### src/rtl/fp_sweep_pkg.sv
// fp_sweep_pkg: shared types and helpers for the fp activation sweep engine.
//   - sweep_state_e : sweep FSM state encoding (IDLE, RUN, DRAIN, DONE)
//   - tag_entry_t   : in-flight tag layout {mask, codes} at the default
//                     configuration (W=16, LANES=1); the engine declares the
//                     same layout locally at its own parameter values
//   - CRC32_POLY / CRC32_INIT : constants for the optional result signature
//   - popcount()    : set-bit count of a lane mask (up to 64 lanes)
package fp_sweep_pkg;

    typedef enum logic [1:0] {
        ST_IDLE  = 2'd0,
        ST_RUN   = 2'd1,
        ST_DRAIN = 2'd2,
        ST_DONE  = 2'd3
    } sweep_state_e;

    localparam int SWEEP_W_DEF     = 16;
    localparam int SWEEP_LANES_DEF = 1;

    typedef struct packed {
        logic [SWEEP_LANES_DEF-1:0]             mask;
        logic [SWEEP_LANES_DEF*SWEEP_W_DEF-1:0] codes;
    } tag_entry_t;

    localparam logic [31:0] CRC32_POLY = 32'h04C1_1DB7;
    localparam logic [31:0] CRC32_INIT = 32'hFFFF_FFFF;

    function automatic logic [6:0] popcount(input logic [63:0] v);
        logic [6:0] n;
        n = '0;
        for (int i = 0; i < 64; i++) begin
            n = n + {6'd0, v[i]};
        end
        return n;
    endfunction

endpackage

### src/rtl/sweep_tag_fifo.sv
// sweep_tag_fifo: synchronous FIFO holding the tags of beats that have been
// issued to the activation unit but whose results have not yet returned.
// Ports:
//   clock, reset (sync, active-high)
//   push, wdata  : write side; accepted when not full, or when full and a pop
//                  happens in the same cycle
//   pop, rdata   : read side; rdata is the current head (show-ahead)
//   full, empty  : occupancy flags
// Same-cycle push and pop are both performed and leave occupancy unchanged.
module sweep_tag_fifo #(
    parameter int WIDTH = 17,
    parameter int DEPTH = 16
) (
    input  logic             clock,
    input  logic             reset,
    input  logic             push,
    input  logic [WIDTH-1:0] wdata,
    input  logic             pop,
    output logic [WIDTH-1:0] rdata,
    output logic             full,
    output logic             empty
);

    localparam int AW = (DEPTH > 1) ? $clog2(DEPTH) : 1;

    logic [WIDTH-1:0] mem [DEPTH];
    logic [AW-1:0]    wr_ptr;
    logic [AW-1:0]    rd_ptr;
    logic [AW:0]      count;
    logic             do_push;
    logic             do_pop;

    assign full    = (count == (AW+1)'(DEPTH));
    assign empty   = (count == '0);
    assign rdata   = mem[rd_ptr];
    assign do_pop  = pop && !empty;
    // A full FIFO still takes a write when the head leaves in the same cycle.
    assign do_push = push && (!full || do_pop);

    always_ff @(posedge clock) begin
        if (reset) begin
            wr_ptr <= '0;
            rd_ptr <= '0;
            count  <= '0;
        end else begin
            if (do_push) wr_ptr <= wr_ptr + AW'(1);
            if (do_pop)  rd_ptr <= rd_ptr + AW'(1);
            case ({do_push, do_pop})
                2'b10:   count <= count + (AW+1)'(1);
                2'b01:   count <= count - (AW+1)'(1);
                default: count <= count;
            endcase
        end
    end

    // Storage needs no reset: the pointers define which entries are live.
    always_ff @(posedge clock) begin
        if (do_push) mem[wr_ptr] <= wdata;
    end

endmodule

### src/rtl/fp_act_sweep_engine.sv
// fp_act_sweep_engine: exhaustive-sweep driver and result collector for fp
// activation units with valid/ready interfaces.
// Issues codes cfg_first..cfg_last (inclusive, wrapping mod 2^W) across LANES
// lanes, remembers each issued beat in a tag FIFO and pairs it with the next
// returned result beat, so the unit's latency never needs to be known.
// Ports:
//   clock, reset                   : single clock, sync active-high reset
//   start, cfg_first, cfg_last     : sweep launch (honoured in IDLE/DONE)
//   dut_ivalid/iready/datain       : issue side toward the unit
//   dut_ovalid/oready/dataout      : result side from the unit
//   rec_valid/ready/mask/in/out    : (input, output) records to the sink
//   busy, done                     : RUN or DRAIN / DONE
//   err_orphan                     : sticky; a result arrived with no tag
//   retired                        : elements retired in this sweep
//   dbg_state                      : FSM state (fp_sweep_pkg encoding)
//   sig                            : CRC-32 over recorded results, present
//                                    only when FP_SWEEP_SIGNATURE_EN is defined
// Handshake rule on every interface: a transfer happens on a rising clock edge
// where valid and ready are both high; valid, once high, holds its payload
// until that transfer and never depends combinationally on its own ready.
module fp_act_sweep_engine
    import fp_sweep_pkg::*;
#(
    parameter int W            = 16,
    parameter int LANES        = 1,
    parameter int MAX_INFLIGHT = 16
) (
    input  logic               clock,
    input  logic               reset,
    input  logic               start,
    input  logic [W-1:0]       cfg_first,
    input  logic [W-1:0]       cfg_last,
    output logic [LANES-1:0]   dut_ivalid,
    input  logic               dut_iready,
    output logic [LANES*W-1:0] dut_datain,
    input  logic               dut_ovalid,
    output logic               dut_oready,
    input  logic [LANES*W-1:0] dut_dataout,
    output logic               rec_valid,
    input  logic               rec_ready,
    output logic [LANES-1:0]   rec_mask,
    output logic [LANES*W-1:0] rec_in,
    output logic [LANES*W-1:0] rec_out,
    output logic               busy,
    output logic               done,
    output logic               err_orphan,
    output logic [W:0]         retired,
`ifdef FP_SWEEP_SIGNATURE_EN
    output logic [31:0]        sig,
`endif
    output logic [1:0]         dbg_state
);

    localparam logic [1:0] S_IDLE  = ST_IDLE;
    localparam logic [1:0] S_RUN   = ST_RUN;
    localparam logic [1:0] S_DRAIN = ST_DRAIN;
    localparam logic [1:0] S_DONE  = ST_DONE;

    typedef struct packed {
        logic [LANES-1:0]   mask;
        logic [LANES*W-1:0] codes;
    } entry_t;

    logic [1:0]   state;
    logic [W-1:0] base;
    logic [W:0]   remaining;
    logic [W:0]   n_codes;
    logic [W:0]   issue_cnt;
    logic [W:0]   remaining_next;
    logic         start_ok;
    logic         xfer;
    logic         take;
    logic         pop;
    logic         orphan;
    logic         fifo_full;
    logic         fifo_empty;
    entry_t       push_entry;
    entry_t       head_entry;

    assign dbg_state = state;
    assign busy      = (state == S_RUN) || (state == S_DRAIN);
    assign done      = (state == S_DONE);
    assign start_ok  = start && ((state == S_IDLE) || (state == S_DONE));

    // N = ((last - first) mod 2^W) + 1; needs W+1 bits for the full 2^W sweep.
    assign n_codes = {1'b0, cfg_last - cfg_first} + (W+1)'(1);

    // Lanes beyond the remaining count go quiet on the final partial beat.
    // Payload is zeroed outside RUN so idle outputs read as 0.
    always_comb begin
        dut_ivalid = '0;
        dut_datain = '0;
        for (int i = 0; i < LANES; i++) begin
            dut_ivalid[i] = (state == S_RUN) && ((W+1)'(i) < remaining) && !fifo_full;
            if (state == S_RUN) dut_datain[i*W +: W] = base + W'(i);
        end
    end

    assign xfer           = (|dut_ivalid) && dut_iready;
    assign issue_cnt      = (W+1)'(popcount(64'(dut_ivalid)));
    assign remaining_next = remaining - issue_cnt;
    assign push_entry     = '{mask: dut_ivalid, codes: dut_datain};

    // A result is accepted whenever the record slot is free or draining.
    assign dut_oready = (!rec_valid || rec_ready) && busy;
    assign take       = dut_ovalid && dut_oready;
    assign pop        = take && !fifo_empty;
    assign orphan     = take && fifo_empty;

    sweep_tag_fifo #(
        .WIDTH ($bits(entry_t)),
        .DEPTH (MAX_INFLIGHT)
    ) u_tag_fifo (
        .clock (clock),
        .reset (reset),
        .push  (xfer),
        .wdata (push_entry),
        .pop   (pop),
        .rdata (head_entry),
        .full  (fifo_full),
        .empty (fifo_empty)
    );

    always_ff @(posedge clock) begin
        if (reset) begin
            state      <= S_IDLE;
            base       <= '0;
            remaining  <= '0;
            retired    <= '0;
            err_orphan <= 1'b0;
            rec_valid  <= 1'b0;
            rec_mask   <= '0;
            rec_in     <= '0;
            rec_out    <= '0;
        end else begin
            case (state)
                S_IDLE, S_DONE: begin
                    if (start) begin
                        state      <= S_RUN;
                        base       <= cfg_first;
                        remaining  <= n_codes;
                        retired    <= '0;
                        err_orphan <= 1'b0;
                    end
                end
                S_RUN: begin
                    if (xfer) begin
                        base      <= base + W'(LANES);
                        remaining <= remaining_next;
                        if (remaining_next == '0) state <= S_DRAIN;
                    end
                end
                S_DRAIN: begin
                    if (fifo_empty && !rec_valid) state <= S_DONE;
                end
                default: state <= S_IDLE;
            endcase

            if (orphan) err_orphan <= 1'b1;

            // A new record may load in the same cycle the old one leaves.
            if (pop) begin
                rec_valid <= 1'b1;
                rec_mask  <= head_entry.mask;
                rec_in    <= head_entry.codes;
                rec_out   <= dut_dataout;
                retired   <= retired + (W+1)'(popcount(64'(head_entry.mask)));
            end else if (rec_ready) begin
                rec_valid <= 1'b0;
            end
        end
    end

`ifdef FP_SWEEP_SIGNATURE_EN
    // MSB-first CRC-32 over each valid lane of a record, lane 0 first.
    function automatic logic [31:0] crc_fold(input logic [31:0]        c,
                                             input logic [LANES-1:0]   m,
                                             input logic [LANES*W-1:0] d);
        logic [31:0] r;
        logic        fb;
        r = c;
        for (int l = 0; l < LANES; l++) begin
            if (m[l]) begin
                for (int b = W - 1; b >= 0; b--) begin
                    fb = r[31] ^ d[l*W + b];
                    r  = {r[30:0], 1'b0} ^ (fb ? CRC32_POLY : 32'h0);
                end
            end
        end
        return r;
    endfunction

    always_ff @(posedge clock) begin
        if (reset) begin
            sig <= '0;
        end else if (start_ok) begin
            sig <= CRC32_INIT;
        end else if (rec_valid && rec_ready && (state != S_DONE)) begin
            sig <= crc_fold(sig, rec_mask, rec_out);
        end
    end
`else
    logic unused_start_ok;
    assign unused_start_ok = start_ok;
`endif

endmodule

### config.mk
export PLATFORM = sky130hd
export DESIGN_NAME = fp_act_sweep_engine
export DESIGN_NICKNAME = d
export VERILOG_FILES = /design/src/rtl/fp_sweep_pkg.sv /design/src/rtl/sweep_tag_fifo.sv /design/src/rtl/fp_act_sweep_engine.sv
export SDC_FILE = /design/constraint.sdc
export NUM_CORES = 1
export LEC_CHECK = 0
export ABC_AREA = 1
export BUFFER_PORTS_ARGS = -buffer_cell sky130_fd_sc_hd__buf_2
export CAP_MARGIN = 10
export CORE_ASPECT_RATIO = 1.75
export CORE_MARGIN = 1
export CORE_UTILIZATION = 60
export CTS_CLUSTER_SIZE = 12
export DETAILED_ROUTE_END_ITERATION = 10
export PLACE_DENSITY = 0.8
export SYNTH_ARGS = -nofsm -noshare
export SYNTH_HDL_FRONTEND = slang
export SYNTH_SLANG_ARGS = --single-unit
### constraint.sdc
create_clock -name clock -period 5.3 [get_ports clock]
set_input_delay 1.06 -clock clock [delete_from_list [all_inputs] [get_ports clock]]
set_output_delay 1.06 -clock clock [all_outputs]
set_load 0.005 [all_outputs]
Yosys cells after proc, flatten, opt, wreduce, memory -nomap -nowiden
Memory sizes are Yosys's and may differ from the RTL's. A register that Yosys moved wholly into a read port is not among the register bits.
Index checks and enable logic that the tools add are counted.
{ "classes": {"n_addsub": 9, "n_lt_le_gt_ge": 1, "eq_ne": 10, "muxes": 25, "n_reduce_logical": 31} }
{ "ops": {"columns": ["cell", "count"], "rows": [
  ["$mux W17", 5],
  ["$mux W16", 3],
  ["$pmux W17 S2", 1],
  ["$pmux W16 S2", 1],
  ["$add A16 B1 Y17 const B", 1],
  ["$add A17 B1 Y17", 1],
  ["$logic_not A17 Y1", 1],
  ["$lt A1 B17 Y1 const A", 1],
  ["$sub A17 B1 Y17", 1],
  ["$add A16 B1 Y16 const B", 1],
  ["$sub A16 B16 Y16", 1],
  ["$reduce_bool A2 Y1", 7],
  ["$logic_and A1 B1 Y1", 10],
  ["$pmux W5 S2", 1],
  ["$add A4 B1 Y4 const B", 2],
  ["$mux W2", 4],
  ["$mux W4", 2],
  ["$mux W1", 7],
  ["$eq A2 B2 Y1 const B", 3],
  ["$ne A2 B1 Y1 const B", 3],
  ["$pmux W2 S3", 1],
  ["$add A5 B1 Y5 const B", 1],
  ["$eq A5 B5 Y1 const B", 1],
  ["$logic_not A5 Y1", 1],
  ["other kinds (10)", 16]
]} }
{ "word_totals": {"register_bits": 100, "ramBits": 272, "input_bits": 54, "out_inout_bits": 74, "word_cells": 89, "mem_count": 1} }
{ "mem_list": {"columns": ["name", "depth", "word_bits", "rd", "rd_ports_with_merged_regs", "wr", "line", "text"], "rows": [
  ["u_tag_fifo.mem", 16, 17, 1, 1, 1, "sweep_tag_fifo.sv:26", "logic [WIDTH-1:0] mem [DEPTH];"]
]} }

Longest topological paths before layout
{ "depth": {"depth_word": 10, "mapped_depth": 21, "ltp_nobuf": 20} }

Modules after synthesis
From an unflattened synthesis, not the netlist that was laid out.
{ "hier_totals": {"cells_unflattened": 1922, "hier_area_um2": 17884.7} }
{ "modules_own_cells": {"columns": ["module", "n_inst", "cells_per_inst", "area_per_inst_um2", "seq_area_each_um2"], "rows": [
  ["sweep_tag_fifo", 1, 992, 12060.3, 8508.2],
  ["fp_act_sweep_engine", 1, 930, 5824.3, 1741.7]
]} }

Least setup slack after synthesis
OpenSTA, ideal clock, no wires.
{ "synth_path": {"kind": "input to register", "start": "input rec_ready", "end": "register u_tag_fifo.count[4]", "setup_time_ns": 0.070, "arrival_time_ns": 3.377, "required_time_ns": 5.230, "path_slack_ns": 1.853, "cell_stages": 19, "n_path_buf": 3, "cell_sequence": "inv_1 > a21oi_1 > nand2_1 > inv_1 > nand2_1 > inv_1 > buf_2 > buf_2 > buf_2 > ha_1 > inv_1 > fa_1 > inv_1 > a31oi_1 > inv_1 > o21ai_0 > a21oi_1 > o21ai_0 > a21oi_1"} }
{ "synth_between": {"elab_chain_len": 9, "word_cells_on_any_way": 11, "classes_between": "eq/ne: 2; mux: 1; reduce/logical: 8"} }
{ "synth_rtl": {"columns": ["item", "line", "text"], "rows": [
  ["from (decl)", "fp_act_sweep_engine.sv:40", "input logic rec_ready,"],
  ["$logic_or A1 B1 Y1 (*)", "fp_act_sweep_engine.sv:105", "assign dut_oready = (!rec_valid || rec_ready) && busy;"],
  ["$logic_and A1 B1 Y1 (*)", "fp_act_sweep_engine.sv:105", null],
  ["via dut_oready", "fp_act_sweep_engine.sv:37", "output logic dut_oready,"],
  ["$logic_and A1 B1 Y1 (*)", "fp_act_sweep_engine.sv:106", "assign take = dut_ovalid && dut_oready;"],
  ["$logic_and A1 B1 Y1 (*)", "fp_act_sweep_engine.sv:107", "assign pop = take && !fifo_empty;"],
  ["via pop", "fp_act_sweep_engine.sv:73", "logic pop;"],
  ["$logic_and A1 B1 Y1 (*)", "sweep_tag_fifo.sv:36", "assign do_pop = pop && !empty;"],
  ["$logic_or A1 B1 Y1", "sweep_tag_fifo.sv:38", "assign do_push = push && (!full || do_pop);"],
  ["$logic_and A1 B1 Y1", "sweep_tag_fifo.sv:38", null],
  ["$eq A2 B1 Y1 or $eq A2 B2 Y1 (tied branches)", "sweep_tag_fifo.sv:48", "case ({do_push, do_pop})"],
  ["$pmux W5 S2 or $reduce_bool A2 Y1 (tied branches)", null, null],
  ["to (signal assigned)", "sweep_tag_fifo.sv:49", "2'b10: count <= count + (AW+1)'(1);"],
  ["to (signal assigned)", "sweep_tag_fifo.sv:50", "2'b01: count <= count - (AW+1)'(1);"],
  ["to (signal assigned)", "sweep_tag_fifo.sv:51", "default: count <= count;"],
  ["to (decl)", "sweep_tag_fifo.sv:29", "logic [AW:0] count;"]
]} }
Mark *: on every way through the listed nets, which the timed path passes. The rest lies on a longest branch.
A chain may end at the register's enable or synchronous reset.

Final worst setup path
{ "layout_path": {"start": "register state[0], in the netlist dbg_state[0]", "end": "output dut_datain[12]"} }
{ "layout_between": {"elab_chain_len": 2} }
{ "layout_rtl": {"columns": ["item", "line", "text"], "rows": [
  ["from (decl)", "fp_act_sweep_engine.sv:64", "logic [1:0] state;"],
  ["from (signal assigned)", "fp_act_sweep_engine.sv:126", "state <= S_IDLE;"],
  ["from (signal assigned)", "fp_act_sweep_engine.sv:139", "state <= S_RUN;"],
  ["from (signal assigned)", "fp_act_sweep_engine.sv:150", "if (remaining_next == '0) state <= S_DRAIN;"],
  ["$eq A2 B1 Y1", "fp_act_sweep_engine.sv:95", "if (state == S_RUN) dut_datain[i*W +: W] = base + W'(i);"],
  ["$mux W16", "fp_act_sweep_engine.sv:95", null],
  ["to (decl)", "fp_act_sweep_engine.sv:35", "output logic [LANES*W-1:0] dut_datain,"]
]} }
No other way between the ends.

==> metrics.csv <==
stage,metric,value,unit
placed_design,dp_hpwl,29.09,mm
global_route,grt_pass1_vias,13430,
layout,multi_input_comb_area,6181,µm²
setup_path,critPathLaunchType,flip-flop,
setup_path,cp.arrival,2.61,ns
clocking,clk_pin_slew_worst_paths,0.06,ns
sta,finalSetupViolations,0,
sta,period_share,69.19,%
clocking,ctsLongestPathBuffers,3,
pwr,comb_power_share,30.0,%
sta,maxSlewViolCount,0,
setup_path,path_delay_family,buffers and inverters,
clocking,cts_setup_buffers,0,
logic_synthesis,yosysSeqAreaShare,58.09,%
logic_synthesis,synth-main-ff-cell,edfxtp_1,
sta,rsz0062_at_grt,no,
floorplan,die_h,228.9,µm
routing,viasPerCell,5.960,
sta,period_minus_slack,3.667,ns
clocking,cts_tree,yes,
logic_synthesis,syn_area,17650,µm²
routing,vias,13670,
sta,fin_setup_tns,0,ns
pwr,vdd_ir_drop_max,442.0,µV
pwr,p_switching,3065,µW
outcome,outcome,"complete, no violations",
floorplan,core,28730,µm²
sta,fin_skew,0.01544,ns
logic_synthesis,synth_area_per_cell,9.913,µm²
pwr,intPower,5781,µW
layout,diodes,0,
setup_path,crit_fanout,53,
layout,fillers,2180,
logic_synthesis,ys_async_sr_fraction,0,%
logic_synthesis,yosysWarnings,0,
setup_path,required,4.24,ns
routing,wl_per_cell,19.92,µm
setup_path,critical_path_class,flip-flop to output pin,
routing,dr.pass1.iters,6,
floorplan,fp.dieW,131.6,µm
global_route,track_usage,30.58,%
logic_synthesis,synthesis.nets,1869,
floorplan,die-area,30130,µm²
floorplan,rows,82,
routing,drc_errors,0,
logic_synthesis,netlist_instances,1780,
flow_run,drv_cap,0,
routing,drt_wl_total,45.70,mm
logic_synthesis,synth_edf_count,272,
layout,fin_cells,2294,
global_route,antenna_found_initial,0,
pwr,p_seq_share,42.6,%
clocking,cts.sinks,376,
setup_path,slowest_stage,buf_4,
sta,tightest_slew,1.195,ns
layout,seq_area,10250,µm²
clocking,cts_hold_buffers,0,
setup_path,crit_chain,"ha_2, buf_4, nand2_1, inv_1, buf_2",
setup_path,critPathBufInv,3,
pwr,swShare,34.65,%
layout,area_growth,11.71,%
sta,hold_violations,0,
floorplan,initial_core_util,61.42,%
setup_path,slowest_delay,0.45,ns
setup_path,critPathCaptureType,output pin,
clocking,clkLatencyLatePin,0.53,ns
clocking,root_buffer,clkbuf_16,
pwr,pwr-share-clk,27.4,%
routing,drt_iter0_markers,1196,
sta,slew_headroom,20.22,%
clocking,cts-buffers-inserted,37,
clocking,ctsResizeCount,0,
placed_design,dp_cells,2227,
placed_design,routabilityCongestion,0.9585,
worst_hold_path,hp-class,flip-flop to flip-flop,
floorplan,io_pins,128,
logic_synthesis,synth.ff_latch_count,376,
layout,fin_nets,1977,
pwr,power.leakage,0.007811,µW
sta,holdWs,0.4751,ns
placed_design,portBuffers,127,
sta,fmax,0.2727,GHz
global_route,overflow,0,
routing,antenna_left,0,
global_route,grt_max_degree,82,
pwr,p_per_area,448.8,nW/µm²
clocking,cts_max_level,2,
logic_synthesis,synth_cell_types,51,
global_route,grt_pass1_wl,70.59,mm
layout,drive_gt1_share,14.41,%
## through the flow
stage | util, % | cell area, µm² | power (µW) | worst slack, ns
after floorplan | - | 17650 | 5693 | 1.853
after global placement | 64.82 | 18620 | 6349 | 2.025
after detailed placement | 64.82 | 18620 | 6430 | 1.959
after CTS | 68.62 | 19710 | 8837 | 1.623
after global routing | 68.62 | 19710 | 9294 | 1.491
final | 68.62 | 19710 | 8846 | 1.633
## logic make-up after synthesis
kind of cell    share of synthesized area [%]
mux                                     3.921
fa+ha+maj                               2.567
simple gates                            13.13
compound gates                          14.22
flops                                   58.09
buf+inv                                 7.126
xor+xnor                               0.9431
## sequential cells by signal (all words and copies together), names as in the netlist, named ones only
name,flops
base,16
dbg_state,2
err_orphan,1
rec_in,16
rec_mask,1
rec_out,16
rec_valid,1
remaining,17
retired,17
u_tag_fifo.count,5
u_tag_fifo.mem,272
u_tag_fifo.rd_ptr,4
u_tag_fifo.wr_ptr,4
## synth_stat cells, types with 5 or more instances
master      n  share of area (%)
xnor2_1    13               0.65
buf_2      19               0.54
o21ai_1     5               0.14
clkbuf_1   49                1.0
a21oi_1   147                4.2
mux2i_1    68                3.9
nand2_2    19               0.67
edfxtp_1  272                 46
o22ai_1     5               0.18
dfxtp_1   104                 12
nand2_1   227                4.8
buf_4       6               0.26
a211oi_1    9               0.38
a31o_2     14               0.69
xor2_1      6               0.30
buf_1       7               0.15
ha_1       33                2.3
nor2_1    141                3.0
o21ai_0   158                4.5
nand3_1    88                2.5
inv_1     229                4.9
nor3_1     16               0.45
nand4_1    13               0.46
o211ai_1   70                3.0
a221oi_1    6               0.30
nor2_2      8               0.28
## final timing paths
path	from	end	slack [ns]	depth (start not counted)
setup / recovery	dbg_state[0]	dut_datain[12]	1.63	5
hold / removal	u_tag_fifo.count[4]	u_tag_fifo.count[4]	0.48	1
setup reg to reg	flip-flop	retired[10]	1.98	13
hold reg to reg	u_tag_fifo.count[4]	u_tag_fifo.count[4]	0.48	1
## layout by cell type, fill, tap and decap left out, drive strengths merged, types with 68 or more instances in the layout
| cell type | count |
|---|---|
| o211ai | 70 |
| nand3 | 92 |
| edfxtp | 272 |
| buf | 154 |
| a21oi | 149 |
| o21ai | 164 |
| dfxtp | 104 |
| inv | 233 |
| mux2i | 68 |
| nor2 | 150 |
| nand2 | 248 |
## layout make-up
type | instances | area share (%)
sequential | 376 | 52.02
clock buffer | 65 | 5.446
inverter | 233 | 4.437
tap | 378 | 2.399
timing repair buffer | 154 | 4.253
multi-input combinational | 1086 | 31.36
clock inverter | 2 | 0.08252
## power by group through the flow
stage	logic [µW]	registers, µW	clock network [µW]
floorplan	1990	3700	0
global placement	2540	3810	0
detailed placement	2610	3820	0
CTS	2630	3760	2440
global route	2940	3800	2550
finish	2650	3770	2420
## worst reg2reg max path: stages (launching register included)
cell,delay (ns)
dfxtp_4,0.86
mux2i_1,0.21
o211ai_1,0.22
o211ai_1,0.13
nand2_1,0.14
ha_1,0.19
ha_1,0.20
nand4_1,0.12
or2_2,0.32
nor3_1,0.20
nand2_1,0.13
nor3_1,0.26
a21oi_1,0.06
a211oi_1,0.19
## routing by layer
layer,routed length [µm],track usage (%),up-vias
met3,2776,4.081,189
met2,23650,55.31,605
met1,15980,32.32,6476
li1,-,-,6402
met5,0,0,-
met4,3303,22.24,0
(Power assumes the default switching activity.)
